**config.mk**
```make
export PLATFORM = sky130hd
export DESIGN_NAME = ice40_serdes_crg_seq
export DESIGN_NICKNAME = d
export VERILOG_FILES = /design/src/rtl/ice40_serdes_crg_seq.sv
export SDC_FILE = /design/constraint.sdc
export NUM_CORES = 1
export LEC_CHECK = 0
export BUFFER_PORTS_ARGS = -buffer_cell sky130_fd_sc_hd__buf_2
export CAP_MARGIN = 10
export CORE_AREA = 5 5 42 44
export CTS_CLUSTER_DIAMETER = 50
export DETAILED_ROUTE_END_ITERATION = 10
export DIE_AREA = 0 0 47 49
export GPL_TIMING_DRIVEN = 0
export PLACE_DENSITY = 0.59
export SLEW_MARGIN = 5
export SYNTH_ARGS = -nofsm -noshare
export SYNTH_HDL_FRONTEND = slang
export SYNTH_SLANG_ARGS = --single-unit
export TNS_END_PERCENT = 30
```
**constraint.sdc**
```tcl
create_clock -name clk -period 1.6 [get_ports clk]
set_input_delay 0.16 -clock clk [delete_from_list [all_inputs] [get_ports clk]]
set_output_delay 0.16 -clock clk [all_outputs]
set_load 0.005 [all_outputs]
```
**src/rtl/ice40_serdes_crg_seq.sv**
```systemverilog
// Clock/reset sequencer: power-of-two divided clocks from one counter, a hold/settle
// power-up sequence, runtime re-reset requests, a slow-period strobe and a ready flag.
module ice40_serdes_crg_seq #(
    parameter int unsigned DIV_W    = 2,
    parameter int unsigned RST_HOLD = 15,
    parameter int unsigned SETTLE   = 1
) (
    input  logic             clk,
    input  logic             rst,
    input  logic             rst_req,
    output logic [DIV_W-1:0] clk_out,
    output logic             rst_out,
    output logic             stb_out,
    output logic             ready
);

    localparam int unsigned HOLD_W = $clog2(RST_HOLD + 1);
    localparam int unsigned SET_W  = $clog2(SETTLE + 1);

    localparam logic [DIV_W-1:0]  CNT_MAX   = '1;
    localparam logic [HOLD_W-1:0] HOLD_LAST = HOLD_W'(RST_HOLD - 1);
    localparam logic [SET_W-1:0]  SET_LAST  = SET_W'(SETTLE - 1);

    typedef enum logic [1:0] {
        ST_HOLD   = 2'd0,
        ST_SETTLE = 2'd1,
        ST_RUN    = 2'd2
    } state_t;

    state_t            state;
    state_t            state_nx;
    logic [DIV_W-1:0]  cnt;
    logic [DIV_W-1:0]  cnt_nx;
    logic [HOLD_W-1:0] hold_cnt;
    logic [HOLD_W-1:0] hold_nx;
    logic [SET_W-1:0]  settle_cnt;
    logic [SET_W-1:0]  settle_nx;
    logic              rst_out_nx;
    logic              stb_nx;
    logic              ready_nx;
    logic              wrap;

    // Every divided clock is a bit of the shared counter flop, so no glitches or skewed ripple.
    assign clk_out = cnt;
    assign wrap    = (cnt == CNT_MAX);

    always_ff @(posedge clk) begin
        if (rst) begin
            state <= ST_HOLD;
        end else begin
            state <= state_nx;
        end
    end

    always_comb begin
        state_nx   = state;
        cnt_nx     = cnt;
        hold_nx    = hold_cnt;
        settle_nx  = settle_cnt;
        rst_out_nx = rst_out;
        stb_nx     = 1'b0;

        case (state)
            ST_HOLD: begin
                cnt_nx     = '0;
                rst_out_nx = 1'b1;
                hold_nx    = hold_cnt + HOLD_W'(1);
                if (hold_cnt == HOLD_LAST) begin
                    state_nx = ST_SETTLE;
                end
            end
            ST_SETTLE: begin
                cnt_nx     = cnt + DIV_W'(1);
                stb_nx     = wrap;
                rst_out_nx = 1'b1;
                // A restart request wins over a coincident final wrap.
                if (rst_req) begin
                    settle_nx = '0;
                end else if (wrap) begin
                    if (settle_cnt == SET_LAST) begin
                        state_nx   = ST_RUN;
                        settle_nx  = '0;
                        rst_out_nx = 1'b0;
                    end else begin
                        settle_nx = settle_cnt + SET_W'(1);
                    end
                end
            end
            ST_RUN: begin
                cnt_nx     = cnt + DIV_W'(1);
                stb_nx     = wrap;
                rst_out_nx = 1'b0;
                // Counter keeps running so downstream clock phase is continuous.
                if (rst_req) begin
                    state_nx   = ST_SETTLE;
                    settle_nx  = '0;
                    rst_out_nx = 1'b1;
                end
            end
            default: begin
                state_nx   = ST_HOLD;
                cnt_nx     = '0;
                hold_nx    = '0;
                settle_nx  = '0;
                rst_out_nx = 1'b1;
            end
        endcase

        ready_nx = (state_nx == ST_RUN);
    end

    always_ff @(posedge clk) begin
        if (rst) begin
            cnt        <= '0;
            hold_cnt   <= '0;
            settle_cnt <= '0;
            rst_out    <= 1'b1;
            stb_out    <= 1'b0;
            ready      <= 1'b0;
        end else begin
            cnt        <= cnt_nx;
            hold_cnt   <= hold_nx;
            settle_cnt <= settle_nx;
            rst_out    <= rst_out_nx;
            stb_out    <= stb_nx;
            ready      <= ready_nx;
        end
    end

endmodule

```
==> qor.csv, run 1 <==
stage,metric,value,unit
run_status,run status,"finished, final reports clean",
finish,FILL cells,147,
synthesis,#FFs+latches synth,11,
min_path,Hold Path End,rst_out$_SDFF_PP1_,
clock_network,CTS tree,done,
finish,register area,222.7,µm²
finish,Area Overhead vs Synth,16.08,%
synthesis,multiplexer share of the synthesized area,0,
power,Pwr Density,798.6,nW/µm²
synthesis,Post-Synth Adder-Cell Area,0.1632,
global_routing,initial antenna violation count,0,
synthesis,sequential area share after synthesis,0.4103,
timing,Fin. Hold Viols,0,
detailed_routing,DR pass1 iterations,2,
global_routing,vias in the first global route,353,
finish,share of layout cells above drive strength 1,0.1972,
worst_setup_path,Critical Path End Type,flip-flop,
detailed_routing,Vias,422,
detailed_routing,"antenna viol nets, final",0,
floorplan,core area,1401,µm²
worst_setup_path,worst-path fanout max,6,
detailed_routing,Iter 0 DRT Violations,1,
worst_setup_path,crit-path max cell delay,0.38,ns
synthesis,syn_nets,70,
global_routing,Total Routing Usage GR,0.08469,
detailed_routing,# DRC,0,
place,"Cell Area, Placed",591.8,µm²
worst_setup_path,slowest cell on the critical path,dfxtp_2,
finish,area of the multi-input gates,304.0,µm²
clock_network,CTS buffer count,3,
worst_setup_path,"critical path, cell by cell",inv_1 > ha_2 > nand2b_4 > or3b_1 > a21oi_1,
global_routing,GRT Residual Overflow,0,
synthesis,"area leader, netlist",dfxtp_1,
finish,ANT cells,0,
worst_setup_path,crit path launch type,flip-flop,
min_path,Worst Hold Launch,rst_req,
timing,Final Skew,0.002992,ns
synthesis,syn_area_per_cell,8.946,µm²
synthesis,"Warnings, synthesis",0,
synthesis,Compound-Gate Fraction of Synth Area,0.1352,
synthesis,share of the synthesized area in the top cell type,0.4103,
min_path,Worst Hold Depth,3,
worst_setup_path,CP Class,reg2reg,
worst_setup_path,FF-to-FF setup slack,0.07,ns
floorplan,initial core utilization,0.3830,
place,DP Wirelength,666.2,µm
power,Max IR drop VDD,339.2,µV
flow_run,Max Cap Viol,0,
clock_network,htree depth,1,
synthesis,Post-Synth Simple-Gate Area,0.2634,
global_routing,first-pass GRT wire length,1.393,mm
synthesis,Area contributors post-synth,"dfxtp_1, ha_1, a21oi_1",
timing,"Period Utilization, post-route",0.9540,
floorplan,io pins,8,
timing,worst relative slew slack,0.8499,
worst_setup_path,CP required,1.80,ns
floorplan,FP Rows,14,
detailed_routing,Via density,4.851,
timing,final setup fails,0,
worst_setup_path,worst r2r src,state[0]$_SDFF_PP0_,
power,Tot Pwr,0.4976,mW
clock_network,Clock transition at path regs,0.07,ns
floorplan,Die Span Y,49,µm
min_path,Hold Path Class,in2reg,
finish,count of non-filler cells in the finished layout,87,
worst_setup_path,Reg-to-Reg End,hold_cnt[2]$_SDFFE_PP0P_,
timing,max-slew violation count,0,
synthesis,Post-Synth XOR/XNOR Area,0,
finish,design area,623.1,µm²
finish,NumNets Final,82,
detailed_routing,WL final,884,µm
clock_network,clk sinks,11,
clock_network,Skew-Pair Late Insertion Delay,0.26,ns
synthesis,largest family of logic cells by synthesized area,simple AND/OR/NAND/NOR gates,
timing,transition time at the pin with the least slew margin,0.2228,ns
synthesis,Mapped Cells,60,
floorplan,die width,47,µm
place,PortBufs,7,
timing,fin crit period,1.526,ns
place,placed instance count,83,
detailed_routing,Wirelength per Cell,10.16,µm
synthesis,Unique masters post-synth,19,
clock_network,Max Buffers Root-to-Sink,2,
timing,unrepaired setup endpoints after global routing,no,
global_routing,largest net degree at the start of global routing,7,
clock_network,CTS root buf,clkbuf_4,
clock_network,Post-CTS Setup Bufs,0,
power,Pleak,0.2927,nW
place,GPL Wtd Cong,0.7851,
synthesis,Post-Syn Area,536.8,µm²
timing,Max Freq,0.6551,GHz
floorplan,die area,2303,µm²
worst_setup_path,crit path DAT,1.72,ns
worst_setup_path,reg2reg path depth,5,
-- metrics by stage --
step | hold slack [ns] | setup slack (ns) | utilization | TNS, ns
floorplan | 0.2291 | 0.1007 | - | 0
global placement | 0.4089 | -0.03351 | 0.4223 | -0.03351
detailed placement | 0.4062 | -0.04826 | 0.4223 | -0.04826
CTS | 0.1275 | 0.003389 | 0.4420 | 0
global route | 0.1431 | 0.01156 | 0.4446 | 0
finish | 0.1369 | 0.07355 | 0.4446 | 0
-- state kept, by name, indices dropped and copies added, names as in the netlist --
register and count:
hold_cnt 4, clk_out 2, ready 1, state 2, stb_out 1, rst_out 1
-- report_power, final --
part / total [mW] / switching (mW) / leakage [nW] / internal, mW
combinational: 0.0238 / 0.0126 / 0.187 / 0.0112
clock: 0.187 / 0.0905 / 0.0150 / 0.0962
sequential: 0.287 / 0.00695 / 0.0903 / 0.280
-- layer usage --
layer	wire (µm)	vias up	track usage
met5	0	-	0
met4	7	0	0.06912
met3	52	2	0.02214
met2	382	6	0.1176
met1	441	191	0.1040
li1	-	223	-
-- critical path, delay by kind of cell (launching register included) --
family          cells  cell delay [ns]
fa+ha+maj           1             0.32
flops               1             0.38
compound gates      1             0.14
buf+inv             1             0.07
simple gates        2             0.54
-- logic make-up (layout without fill, tap and decap cells) --
kind of cell,after synthesis,count (layout)
adders and majority gates,7,7
DFF,11,11
buffers and inverters,4,15
AOI/OAI and AO/OA,14,14
and+or+nand+nor,24,24
-- timing repair --
item / 4_1_cts / 5_1_grt
gates resized for setup: 1 / 2
hold buffers: 0 / 0
setup endpoints to repair: 1 / 1
-- layout by cell type (no fill, tap or decap), types with 3 or more instances in the layout --
master,count
buf_2,7
inv_1,4
and2_1,3
clkbuf_4,3
a21oi_1,8
nor2b_1,4
dfxtp_1,9
ha_1,6
o21ai_0,4
nor2_1,5
-- cell type report --
class	instances	area share
clock buffers	4	0.04217
inverters	4	0.02410
well taps	16	0.03213
flip-flops and latches	11	0.3574
multi-input cells	45	0.4880
repair buffers	7	0.05622
-- how the worst max path moves through the flow --
stage,end,cells after the start,from
2_1_floorplan,hold_cnt[2]$_SDFFE_PP0P_,5,state[0]$_SDFF_PP0_
3_5_place_dp,hold_cnt[2]$_SDFFE_PP0P_,5,state[0]$_SDFF_PP0_
5_1_grt,hold_cnt[2]$_SDFFE_PP0P_,5,state[0]$_SDFF_PP0_
4_1_cts,hold_cnt[2]$_SDFFE_PP0P_,5,state[0]$_SDFF_PP0_
3_3_place_gp,hold_cnt[2]$_SDFFE_PP0P_,5,state[0]$_SDFF_PP0_
6_report,hold_cnt[2]$_SDFFE_PP0P_,5,state[0]$_SDFF_PP0_
-- cell usage after synthesis --
library cell and count:
or3b_1 1, and2b_1 1, nor2_1 5, ha_1 7, nor2b_1 4, and2_1 3
a21oi_1 8, or2b_1 1, o21ai_0 4, and3_1 2, dfxtp_1 11, a31oi_1 1
o22ai_1 1, nand2b_1 1, inv_1 4, nor3_1 2, nand2_1 2, nand2b_4 1
nand3_1 1
(Power assumes the default switching activity.)
==> run 2: changes to the inputs <==
- PLACE_DENSITY: 0.59 -> not set
==> qor.csv, run 2 (synthesized netlist as in run 1, its figures left out) <==
stage,metric,value,unit,change
global_routing,vias in the first global route,409,,+16%
finish,Biggest register,hold_cnt,,
finish,share of layout cells above drive strength 1,0.1831,,-0.01408
timing,Min Hold Slack,0.1373,ns,+0.0003560 ns
place,"Cell Area, Placed",591.8,µm²,unchanged
worst_setup_path,crit path launch type,flip-flop,,
global_routing,GRT Residual Overflow,0,,unchanged
finish,design area,621.8,µm²,-0.20%
clock_network,CTS root buf,clkbuf_4,,
detailed_routing,Iter 0 DRT Violations,3,,+2
timing,final setup fails,0,,unchanged
clock_network,post_cts resized,1,,unchanged
timing,post-route setup slack,0.08770,ns,+0.01415 ns
worst_setup_path,CP Class,reg2reg,,
power,Max IR drop VDD,338.7,µV,-0.16%
floorplan,core area,1401,µm²,unchanged
power,switching power,0.1076,mW,-2.3%
timing,Fin Setup TNS,0,ns,unchanged
timing,fin crit period,1.512,ns,-0.01415 ns
worst_setup_path,"critical path, cell by cell",inv_1 > ha_2 > nand2b_4 > or3b_1 > a21oi_1,,
worst_setup_path,worst path bufs/invs,1,,unchanged
power,cell internal pwr,0.3880,mW,+0.12%
place,PortBufs,7,,unchanged
timing,transition time at the pin with the least slew margin,0.2197,ns,-0.003034 ns
worst_setup_path,crit path DAT,1.71,ns,about the same
finish,NumNets Final,82,,unchanged
global_routing,Total Routing Usage GR,0.09803,,+0.01334
detailed_routing,Vias,421,,-0.24%
timing,max-slew violation count,0,,unchanged
finish,max reg flops,4,,unchanged
timing,Final Skew,0.003366,ns,+0.0003742 ns
timing,worst relative slew slack,0.8520,,+0.002044
clock_network,CTS Hold Bufs,0,,unchanged
global_routing,first-pass GRT wire length,1.676,mm,+20%
floorplan,io pins,8,,unchanged
power,Pleak,0.2922,nW,-0.18%
place,"worst slack, placed",-0.04738,ns,+0.0008819 ns
worst_setup_path,crit-path max cell delay,0.38,ns,about the same
floorplan,die width,47,µm,unchanged
min_path,Hold Path Class,in2reg,,
power,Tot Pwr,0.4956,mW,-0.41%
power,Pwr Density,796.9,nW/µm²,-0.21%
detailed_routing,DR pass1 iterations,4,,+2
clock_network,clk sinks,11,,unchanged
power,Comb power frac,0.049,,about the same
detailed_routing,# DRC,0,,unchanged
place,GPL Wtd Cong,0.7565,,-3.6%
place,DP Wirelength,685.6,µm,+2.9%
finish,Area Overhead vs Synth,15.85,%,
worst_setup_path,Critical Path End Type,flip-flop,,
finish,FILL cells,147,,unchanged
clock_network,Max Buffers Root-to-Sink,2,,unchanged
finish,most frequent cells in the layout,"dfxtp_1, a21oi_1, buf_2, ha_1, nor2_1",,
detailed_routing,WL final,923,µm,+4.4%
flow_run,Max Cap Viol,0,,unchanged
global_routing,largest net degree at the start of global routing,7,,unchanged
power,Net Sw Frac,0.2171,,-0.004122
worst_setup_path,worst-path fanout max,6,,unchanged
clock_network,Skew-Pair Late Insertion Delay,0.26,ns,about the same
timing,"Period Utilization, post-route",0.9452,,-0.008844
timing,unrepaired setup endpoints after global routing,no,,
clock_network,htree depth,1,,unchanged
floorplan,FP Rows,14,,unchanged
run_status,run status,"finished, final reports clean",,
global_routing,initial antenna violation count,0,,unchanged
worst_setup_path,CP required,1.80,ns,about the same
detailed_routing,Via density,4.839,,-0.24%
finish,ANT cells,0,,unchanged
power,Flop pwr share,0.579,,+0.002
floorplan,die area,2303,µm²,unchanged
worst_setup_path,critical path's top delay family,simple AND/OR/NAND/NOR gates,,
power,Clk pwr share,0.372,,-0.003
floorplan,initial core utilization,0.3830,,unchanged
clock_network,CTS buffer count,3,,unchanged
finish,"commonest non-fill, non-tap cell in the layout",dfxtp_1,,
floorplan,Die Span Y,49,µm,unchanged
clock_network,Post-CTS Setup Bufs,0,,unchanged
detailed_routing,"antenna viol nets, final",0,,unchanged
worst_setup_path,slowest cell on the critical path,dfxtp_2,,
timing,Fin. Hold Viols,0,,unchanged
clock_network,CTS tree,done,,
timing,Max Freq,0.6612,GHz,+0.94%
detailed_routing,Wirelength per Cell,10.61,µm,+4.4%
clock_network,Clock transition at path regs,0.07,ns,about the same
## run 2: stage by stage
stage / cells / utilization
final: 87 / 0.4438
after global routing: 87 / 0.4438
after CTS: 87 / 0.4420
after detailed placement: 83 / 0.4223
after global placement: 83 / 0.4223
after floorplan: 60 / -
## run 2: per-layer routing
| layer | vias to the layer above | global-route usage | wire length [µm] |
|---|---|---|---|
| li1 | 225 | - | - |
| met3 | 2 | 0.05535 | 60 |
| met2 | 10 | 0.1471 | 404 |
| met1 | 184 | 0.1236 | 454 |
| met4 | 0 | 0.01382 | 4 |
| met5 | - | 0 | 0 |
## run 2: final timing paths
| path | endpoint | slack (ns) | startpoint | depth (start not counted) |
|---|---|---|---|---|
| max | hold_cnt[2]$_SDFFE_PP0P_ | 0.09 | state[0]$_SDFF_PP0_ | 5 |
| min | hold_cnt[2]$_SDFFE_PP0P_ | 0.14 | rst | 2 |
| max reg2reg | hold_cnt[2]$_SDFFE_PP0P_ | 0.09 | state[0]$_SDFF_PP0_ | 5 |
| min reg2reg | clk_out[0]$_SDFF_PP0_ | 0.44 | clk_out[0]$_SDFF_PP0_ | 1 |
## run 2: worst reg2reg max path: stages, from the launching register on
cell and delay (ns):
dfxtp_2 0.38, inv_1 0.08, ha_2 0.32, nand2b_4 0.17, or3b_1 0.37, a21oi_1 0.14
## run 2: area by class of cell
cell class | instances | area, µm² | area share
tap | 16 | 20.02 | 0.03219
clock buffer | 4 | 26.28 | 0.04225
inverter | 4 | 15.01 | 0.02414
sequential | 11 | 221.5 | 0.3561
multi-input combinational | 45 | 304.0 | 0.4889
timing repair buffer | 7 | 35.03 | 0.05634
## run 2: power groups by stage
| stage | clock network, mW | registers (mW) | logic (mW) |
|---|---|---|---|
| floorplan | 0 | 0.292 | 0.0165 |
| global placement | 0 | 0.293 | 0.0235 |
| detailed placement | 0 | 0.293 | 0.0242 |
| CTS | 0.194 | 0.287 | 0.0245 |
| global route | 0.213 | 0.288 | 0.0296 |
| finish | 0.185 | 0.287 | 0.0242 |
